--- src/rtl/rsa32_arb.sv ---
// rsa32_arb: round-robin arbiter/sequencer sharing one rsa32 modexp engine
// among NREQ requesters.
//
// Optional feature macro: RSA_ARB_TIMEOUT_EN (engine watchdog, TIMEOUT_CYC).
//
// Ports:
//   i_clk, i_rstn          clock, asynchronous active-low reset
//   i_req[NREQ]            per-requester request level
//   i_base/i_exp/i_N       packed 32-bit operands, requester k at [32k+31:32k]
//   o_gnt[NREQ]            one-hot owner, held from grant through o_done
//   o_done[NREQ]           one-cycle completion pulse to the owner
//   o_err, o_result        completion status/result, valid with o_done
//   o_busy                 high whenever the sequencer is not idle
//   o_eng_start            one-cycle start level to the engine
//   o_eng_base/exp/N       operands latched at grant
//   i_eng_result, i_eng_end engine result and multi-cycle end window
module rsa32_arb #(
  parameter int NREQ        = 4,
  parameter int TIMEOUT_CYC = 255
) (
  input  logic                 i_clk,
  input  logic                 i_rstn,
  input  logic [NREQ-1:0]      i_req,
  input  logic [32*NREQ-1:0]   i_base,
  input  logic [32*NREQ-1:0]   i_exp,
  input  logic [32*NREQ-1:0]   i_N,
  output logic [NREQ-1:0]      o_gnt,
  output logic [NREQ-1:0]      o_done,
  output logic                 o_err,
  output logic [31:0]          o_result,
  output logic                 o_busy,
  output logic                 o_eng_start,
  output logic [31:0]          o_eng_base,
  output logic [31:0]          o_eng_exp,
  output logic [31:0]          o_eng_N,
  input  logic [31:0]          i_eng_result,
  input  logic                 i_eng_end
);

  localparam int PW = (NREQ > 1) ? $clog2(NREQ) : 1;

  if (NREQ < 2 || NREQ > 8 || TIMEOUT_CYC < 1) begin : g_bad_param
    $error("rsa32_arb: parameter out of range");
  end

  typedef enum logic [2:0] {
    S_IDLE,
    S_ISSUE,
    S_WAIT_END,
    S_WAIT_FALL,
    S_DONE
  } state_t;

  state_t          state_q, state_d;
  logic [PW-1:0]   ptr_q;
  logic [NREQ-1:0] gnt_q;
  logic            err_q;
  logic [PW-1:0]   win;
  logic            win_vld;
  logic            tmo;

  logic [31:0] base_a [NREQ];
  logic [31:0] exp_a  [NREQ];
  logic [31:0] n_a    [NREQ];

  for (genvar k = 0; k < NREQ; k++) begin : g_unpack
    assign base_a[k] = i_base[32*k +: 32];
    assign exp_a[k]  = i_exp[32*k +: 32];
    assign n_a[k]    = i_N[32*k +: 32];
  end

`ifdef RSA_ARB_TIMEOUT_EN
  localparam int CW = $clog2(TIMEOUT_CYC + 1);
  logic [CW-1:0] cnt_q;

  always_ff @(posedge i_clk or negedge i_rstn) begin
    if (!i_rstn) begin
      cnt_q <= '0;
    end else begin
      case (state_q)
        S_ISSUE:                 cnt_q <= '0;
        S_WAIT_END, S_WAIT_FALL: cnt_q <= cnt_q + 1'b1;
        default:                 cnt_q <= cnt_q;
      endcase
    end
  end

  // Fires on the wait cycle whose increment brings the count to the limit.
  assign tmo = (cnt_q == CW'(TIMEOUT_CYC - 1));
`else
  assign tmo = 1'b0;
`endif

  // First set request at or above the pointer, wrapping.
  always_comb begin
    int unsigned idx;
    logic [PW-1:0] cand;
    win     = '0;
    win_vld = 1'b0;
    idx     = 0;
    cand    = '0;
    for (int unsigned i = 0; i < NREQ; i++) begin
      idx  = (32'(ptr_q) + i) % NREQ;
      cand = PW'(idx);
      if (!win_vld && i_req[cand]) begin
        win     = cand;
        win_vld = 1'b1;
      end
    end
  end

  always_comb begin
    state_d = state_q;
    case (state_q)
      S_IDLE:      if (win_vld) state_d = (n_a[win] == '0) ? S_DONE : S_ISSUE;
      S_ISSUE:     state_d = S_WAIT_END;
      S_WAIT_END:  if (i_eng_end) state_d = S_WAIT_FALL;
                   else if (tmo) state_d = S_DONE;
      S_WAIT_FALL: if (!i_eng_end || tmo) state_d = S_DONE;
      S_DONE:      state_d = S_IDLE;
      default:     state_d = S_IDLE;
    endcase
  end

  always_ff @(posedge i_clk or negedge i_rstn) begin
    if (!i_rstn) begin
      state_q    <= S_IDLE;
      ptr_q      <= '0;
      gnt_q      <= '0;
      err_q      <= 1'b0;
      o_result   <= '0;
      o_eng_base <= '0;
      o_eng_exp  <= '0;
      o_eng_N    <= '0;
    end else begin
      state_q <= state_d;
      case (state_q)
        S_IDLE: begin
          if (win_vld) begin
            gnt_q      <= NREQ'(1) << win;
            ptr_q      <= (win == PW'(NREQ - 1)) ? '0 : win + 1'b1;
            o_eng_base <= base_a[win];
            o_eng_exp  <= exp_a[win];
            o_eng_N    <= n_a[win];
            err_q      <= (n_a[win] == '0);
            if (n_a[win] == '0) o_result <= '0;
          end
        end
        S_WAIT_END: begin
          if (!i_eng_end && tmo) begin
            err_q    <= 1'b1;
            o_result <= '0;
          end
        end
        S_WAIT_FALL: begin
          // Sample on the falling end so the engine's registered result is settled.
          if (!i_eng_end) begin
            o_result <= i_eng_result;
          end else if (tmo) begin
            err_q    <= 1'b1;
            o_result <= '0;
          end
        end
        S_DONE:  gnt_q <= '0;
        default: ;
      endcase
    end
  end

  assign o_gnt       = gnt_q;
  assign o_done      = (state_q == S_DONE) ? gnt_q : '0;
  assign o_err       = (state_q == S_DONE) && err_q;
  assign o_busy      = (state_q != S_IDLE);
  assign o_eng_start = (state_q == S_ISSUE);

endmodule
--- config.mk ---
export PLATFORM = sky130hd
export DESIGN_NAME = rsa32_arb
export DESIGN_NICKNAME = d
export VERILOG_FILES = /design/src/rtl/rsa32_arb.sv
export SDC_FILE = /design/constraint.sdc
export NUM_CORES = 1
export LEC_CHECK = 0
export CAP_MARGIN = 30
export CORE_AREA = 4 4 215 217
export CTS_BUF_LIST = sky130_fd_sc_hd__clkbuf_4
export CTS_CLUSTER_SIZE = 8
export DETAILED_ROUTE_END_ITERATION = 10
export DIE_AREA = 0 0 219 221
export MAX_ROUTING_LAYER = met4
export SLEW_MARGIN = 25
export SYNTH_ARGS = -nofsm -noshare
export SYNTH_HDL_FRONTEND = slang
export SYNTH_SLANG_ARGS = --single-unit
export TNS_END_PERCENT = 100
--- constraint.sdc ---
create_clock -name i_clk -period 2.9 [get_ports i_clk]
set_input_delay 0.435 -clock i_clk [delete_from_list [all_inputs] [get_ports i_clk]]
set_output_delay 0.435 -clock i_clk [all_outputs]
set_load 0.03 [all_outputs]
==> results of run 1 <==
==> kinds of logic (layout without fill, tap and decap cells) <==
logic type                 Yosys count  count (layout)  share of synthesized area, %
DFF                                138             138                          40.8
muxes                                2               2                         0.251
AOI/OAI and AO/OA                  219             219                          16.6
adders and majority gates            4               4                         0.591
buffers and inverters              111             700                          5.66
other                                0               3                             0
and+or+nand+nor                    707             707                          36.2
==> cell usage in the layout, fill, tap and decap left out, drive strengths merged, types with 5 or more instances in the layout <==
master,n
clkdlybuf4s50,560
nand2,483
dfrtp,138
nand3,132
o21ai,102
buf,99
and3,69
a211oi,65
o31ai,32
clkbuf,19
o22ai,16
inv,14
nor4,5
==> area by class of cell <==
type | count | share of cell area (%)
timing repair buffer | 661 | 41.4
multi-input combinational | 932 | 30.3
sequential | 138 | 21.8
tap | 592 | 4.67
clock buffer | 18 | 0.852
clock inverter | 14 | 0.726
inverter | 7 | 0.229
antenna | 3 | 0.0474
==> where the power goes <==
part	leakage [nW]	internal (mW)	switching, mW	total [mW]
Combinational	5.09	4.16	6.07	10.2
Clock	0.135	0.371	0.876	1.25
Sequential	1.71	2.86	0.526	3.38
==> per-stage QoR <==
step | cell area (sq um) | hold slack [ns] | power (mW) | worst slack, ns | utilization, %
finish | 15900 | 0.311 | 14.9 | -0.130 | 35.9
global placement | 15200 | 0.381 | 13.3 | -0.949 | 34.5
global route | 15900 | 0.251 | 16.0 | -0.283 | 35.9
floorplan | 8470 | 0.139 | 8.79 | 0.227 | -
CTS | 15700 | 0.208 | 14.9 | -0.200 | 35.5
detailed placement | 15200 | 0.381 | 13.4 | -0.986 | 34.5
==> critical path: stages <==
cell,delay [ns]
clkdlybuf4s50_1,0.53
nand2_1,0.10
a221o_2,0.45
buf_6,0.16
buf_16,0.15
and3_1,0.18
a211oi_2,0.25
o22ai_2,0.13
nor4_4,0.26
buf_4,0.16
and4_4,0.24
and2b_4,0.21
buf_12,0.16
o21ai_0,0.09
==> state kept, by name (all words and copies together), names as in the netlist <==
register    count
o_result       32
o_eng_base     32
o_gnt           4
o_eng_exp      32
err_q           1
o_eng_N        32
ptr_q           2
state_q         3
==> worst paths after layout <==
path	start	slack, ns	depth (start not counted)	endpoint
setup / recovery	i_req[0]	-0.13	14	o_result[24]
hold / removal	i_rstn	0.31	2	o_result[10]
setup reg to reg	ptr_q[0]	-0.11	13	o_result[24]
hold reg to reg	o_eng_base[30]	0.49	2	o_eng_base[30]
max in group asynchronous	i_rstn	1.89	3	o_eng_exp[19]
min in group i_clk	i_eng_result[23]	0.35	3	o_result[23]
==> what timing repair did <==
action	CTS	global route
pin swaps	7	9
hold buffers	1	0
cloned	2	0
resized for setup	23	32
setup buffers	2	1
hold endpoints to repair	38	0
endpoints found under the setup margin	40	57
==> layer usage <==
layer | share of wire [%] | vias up | track usage, %
met2 | 50 | 471 | 30.8
met3 | 7.3 | 73 | 4.13
met5 | 0 | - | -
met4 | 2.5 | 0 | 5.24
li1 | - | 5179 | -
met1 | 40 | 4990 | 21.2
==> impl_metrics.json, run 1 <==
{
  "gr-usage-all-layers_pct": 18.0,
  "design.core.area_sq_mm": 0.0441,
  "drv_slew": 0,
  "violated_checks": "setup timing",
  "timing.fmax_mhz": 330,
  "number_of_cts_inserted_buffers": 17,
  "post_route_clock_period_utilization_pct": 104,
  "crit_path_max_fanout": 22,
  "die-width_um": 219,
  "critPathArrivalTime_ns": 3.53,
  "clock_sinks": 138,
  "crit_required_ns": 3.40,
  "drt-pass1-iter-count": 7,
  "worst_min_path_class": "input port to asynchronous set/reset pin",
  "ys_types": 37,
  "cp-end-kind": "flop",
  "layout_setup_ws_ns": -0.130,
  "fin_nets": 2184,
  "run_status": "finished with violations",
  "synth_fp_nets": 1608,
  "timing.max_slew.rel_slack_pct": 45.6,
  "placement.io_buffers": 561,
  "first_global_vias": 11100,
  "maxCapViolations": 0,
  "synth.top_cells.by_count": "nand2_1 (483), dfrtp_1 (138), nand3_1 (132)",
  "fp.dieArea_sq_mm": 0.0484,
  "routed_wire_length_per_instance_um": 18.5,
  "cts.htree.levels": 4,
  "clk_pin_slew_ns": 0.15,
  "setup-tns-final_ns": -3.75,
  "synth-async-reset-ratio_pct": 100,
  "multiInputGateArea_sq_mm": 0.00480,
  "ant_nets": 0,
  "clk_latency_worst_skew_pair_ns": 0.59,
  "fillers": 4668,
  "power-per-cell-area_mw_per_mm2": 938,
  "initial_cell_density_of_the_core_pct": 19.2,
  "synth_warnings": 0,
  "place_hpwl_um": 33500,
  "post-synth-top-area-fraction_pct": 40.8,
  "drc": 0,
  "synth.largest_area_cell": "dfrtp_1",
  "clock-skew-final_ns": 0.0197,
  "post_synth_instance_area_sq_mm": 0.00847,
  "top_level_ports": 562,
  "core.rowCount": 77,
  "post_layout_nonfiller_instances": 2365,
  "unrepaired_setup_endpoints_after_global_routing": "true",
  "overflow_left_after_global_routing": 0,
  "die_height_um": 221,
  "number_of_flops_mapped_to_enable_cells_by_yosys": 0,
  "post_drt_via_cell_ratio": 4.53,
  "global_route_wire_length_before_repair_um": 66300,
  "synth_cells": 1181,
  "clk_path_buf_depth": 2,
  "critical_path_class": "input port to flop",
  "count_of_routing_violations_after_the_opening_detailed_route_iteration": 712,
  "synth.top_cells.by_area": "dfrtp_1 (41%), nand2_1 (21%), nand3_1 (7.8%), a211oi_1 (5.8%), and3_1 (5.1%)",
  "part_of_the_yosys_area_used_for_sequential_elements_pct": 40.8,
  "setup_viol_count_final": 34,
  "fin_crit_ns": 3.03,
  "peakVddDrop_uv": 600,
  "timing.final.hold_violations": 0,
  "critPathLaunchType": "input port",
  "wl_um": 43800,
  "gpl.final_weighted_congestion": 0.916,
  "synthToLayoutAreaGrowth_pct": 87.1,
  "leakagePower_nw": 6.93,
  "avgSynthCellArea_sq_um": 7.17,
  "synth_seq_cells": 138,
  "count_leader_synth": "nand2_1",
  "place_inst": 2324,
  "tritoncts": "built",
  "num_vias": 10700,
  "drive_above_1_share_pct": 10.6,
  "number_of_antenna_violations_at_the_first_check_in_global_routing": 3,
  "area.sequential_sq_mm": 0.00345,
  "grt_start_max_net_pins": 88,
  "synth_top_flop_cell": "dfrtp_1",
  "cts_root_buffer": "clkbuf_4",
  "max_slew.worst_pin.slew_ns": 0.817
}
No activity file was read; power rests on OpenSTA's default activity.
==> run 2: changes to the inputs <==
--- a/config.mk
+++ b/config.mk
@@ -7,3 +7,2 @@
 export LEC_CHECK = 0
-export CAP_MARGIN = 30
 export CORE_AREA = 4 4 215 217
--- a/constraint.sdc
+++ b/constraint.sdc
@@ -3,2 +3,2 @@
 set_output_delay 0.435 -clock i_clk [all_outputs]
-set_load 0.03 [all_outputs]
+set_load 0.01 [all_outputs]
==> run 2 against run 1 <==
Net effect: the flow still finishes with violations (setup timing); sequential share of layout area is essentially flat; clock skew shrank 0.0032 ns; register-to-register slack is essentially flat; clock power is essentially flat; via count grew 0.13%; maximum frequency shrank 0.21%; first-iteration DRC count shrank 0.70%; combinational power shrank 13%; sequential power is essentially flat; critical path type unchanged.
==> impl_metrics.json, run 2 (same netlist as run 1, synthesis figures left out) <==
{
  "number_of_antenna_violations_at_the_first_check_in_global_routing": 3,
  "drt-pass1-iter-count": 7,
  "comb_power_share_pct": 65.7,
  "critPathLaunchType": "input port",
  "maxCapViolations": 0,
  "violated_checks": "setup timing",
  "setup_viol_count_final": 34,
  "place_hpwl_um": 33500,
  "timing.final.hold_violations": 0,
  "timing.max_slew.rel_slack_pct": 46.1,
  "cts.htree.levels": 4,
  "internal_power_mw": 7.39,
  "gr-usage-all-layers_pct": 18.0,
  "worst_min_path_class": "input port to asynchronous set/reset pin",
  "synthToLayoutAreaGrowth_pct": 87.1,
  "cts_root_buffer": "clkbuf_4",
  "leakagePower_nw": 6.93,
  "ant_nets": 0,
  "count_of_routing_violations_after_the_opening_detailed_route_iteration": 707,
  "reg2reg_from": "ptr_q[0]",
  "drv_slew": 0,
  "placement.io_buffers": 561,
  "run_status": "finished with violations",
  "rrSetupSlack_ns": -0.12,
  "peakVddDrop_uv": 517,
  "die-width_um": 219,
  "fin_nets": 2184,
  "unrepaired_setup_endpoints_after_global_routing": "true",
  "crit_path_cell_trace": "clkdlybuf4s50_1, nand2_1, a221o_2, buf_6, buf_16, and3_1, a211oi_2, o22ai_2, nor4_4, buf_4, and4_4, and2b_4, buf_12, o21ai_0",
  "clock_sinks": 138,
  "wl_um": 43800,
  "crit_path_max_fanout": 22,
  "clk_pin_slew_ns": 0.14,
  "critical_path_class": "input port to flop",
  "timing.critical_path.slowest_stage_cell": "clkdlybuf4s50_1",
  "cp-end-kind": "flop",
  "drc": 0,
  "critPathArrivalTime_ns": 3.53,
  "fp.dieArea_sq_mm": 0.0484,
  "post_route_clock_period_utilization_pct": 105,
  "clk_path_buf_depth": 2,
  "clk_latency_worst_skew_pair_ns": 0.59,
  "crit_family": "buffers and inverters",
  "design.core.area_sq_mm": 0.0441,
  "power-per-cell-area_mw_per_mm2": 851,
  "crit_buf_inv": 5,
  "most-common-layout-cells": "clkdlybuf4s50_1 (560), nand2_1 (483), dfrtp_1 (138), nand3_1 (132), buf_4 (83)",
  "net_switching_fraction_of_the_power_pct": 45.2,
  "drive_above_1_share_pct": 10.6,
  "timing.fmax_mhz": 329,
  "initial_cell_density_of_the_core_pct": 19.2,
  "power_switching_mw": 6.09,
  "global_route_wire_length_before_repair_um": 66300,
  "layout_commonest_cell": "clkdlybuf4s50_1",
  "layout_setup_ws_ns": -0.137,
  "cpPeakStageDelay_ns": 0.53,
  "clock-skew-final_ns": 0.0165,
  "fin_crit_ns": 3.04,
  "critical_path.reg2reg.endpoint": "o_result[24]",
  "tritoncts": "built",
  "crit_required_ns": 3.39,
  "overflow_left_after_global_routing": 0,
  "num_vias": 10700,
  "top_level_ports": 562,
  "max_slew.worst_pin.slew_ns": 0.809,
  "routed_wire_length_per_instance_um": 18.5,
  "gpl.final_weighted_congestion": 0.916,
  "post_drt_via_cell_ratio": 4.54,
  "first_global_vias": 11000,
  "grt_start_max_net_pins": 88,
  "dpl_worst_slack_ns": -0.986,
  "number_of_cts_inserted_buffers": 17,
  "power_frac_clock_pct": 9.2,
  "die_height_um": 221,
  "core.rowCount": 77,
  "seq_power_share_pct": 25.1,
  "fin_util_pct": 35.9,
  "ff2ff_path_depth": 13
}
==> run 2: worst max-delay path by stage <==
stage	from	end	slack, ns	cells past startpoint
floorplan	i_req[2]	o_result[13]	0.23	12
global placement	i_req[1]	o_result[24]	-0.95	13
detailed placement	i_req[0]	o_result[24]	-0.99	13
CTS	ptr_q[0]	o_result[24]	-0.20	12
global route	ptr_q[1]	o_result[19]	-0.28	13
finish	i_req[0]	o_result[24]	-0.14	14
==> run 2: metal layers <==
layer	up-vias	wire, um	global-route usage, %
li1	5179	-	-
met1	4998	17500	21.1
met2	477	21900	30.8
met3	73	3190	4.13
met4	0	1120	5.24
met5	-	0	-
==> run 2: area by class of cell <==
type                       count  area (sq um)
clock buffer                  18           135
sequential                   138          3450
timing repair buffer         661          6560
clock inverter                14           115
multi-input combinational    932          4800
tap                          592           741
inverter                       7          36.3
antenna                        3          7.51
fill                        4668         28300
==> run 2: power by group through the flow <==
stage	combinational [mW]	sequential (mW)	clock (mW)
6_report	8.86	3.38	1.24
5_1_grt	9.70	3.50	1.42
4_1_cts	8.80	3.38	1.33
3_5_place_dp	8.63	3.43	0
3_3_place_gp	8.50	3.40	0
2_1_floorplan	3.66	3.78	0
==> run 2: timing repair <==
| action | in CTS | in global routing |
|---|---|---|
| pin swaps | 7 | 9 |
| setup buffers | 2 | 1 |
| hold buffers | 1 | 0 |
| endpoints found under the hold margin | 38 | 0 |
| resized for setup | 22 | 32 |
| gates cloned | 2 | 0 |
| endpoints found under the setup margin | 39 | 57 |
==> run 2: metrics by stage <==
stage	hold slack [ns]	setup TNS [ns]	cells	total power, mW	area (sq um)
2_1_floorplan	0.139	0	1181	7.44	8470
3_3_place_gp	0.381	-51.80	2324	11.9	15200
3_5_place_dp	0.381	-54.23	2324	12.1	15200
4_1_cts	0.208	-6.22	2361	13.5	15700
5_1_grt	0.251	-8.78	2365	14.6	15800
6_report	0.319	-4.01	2365	13.5	15800
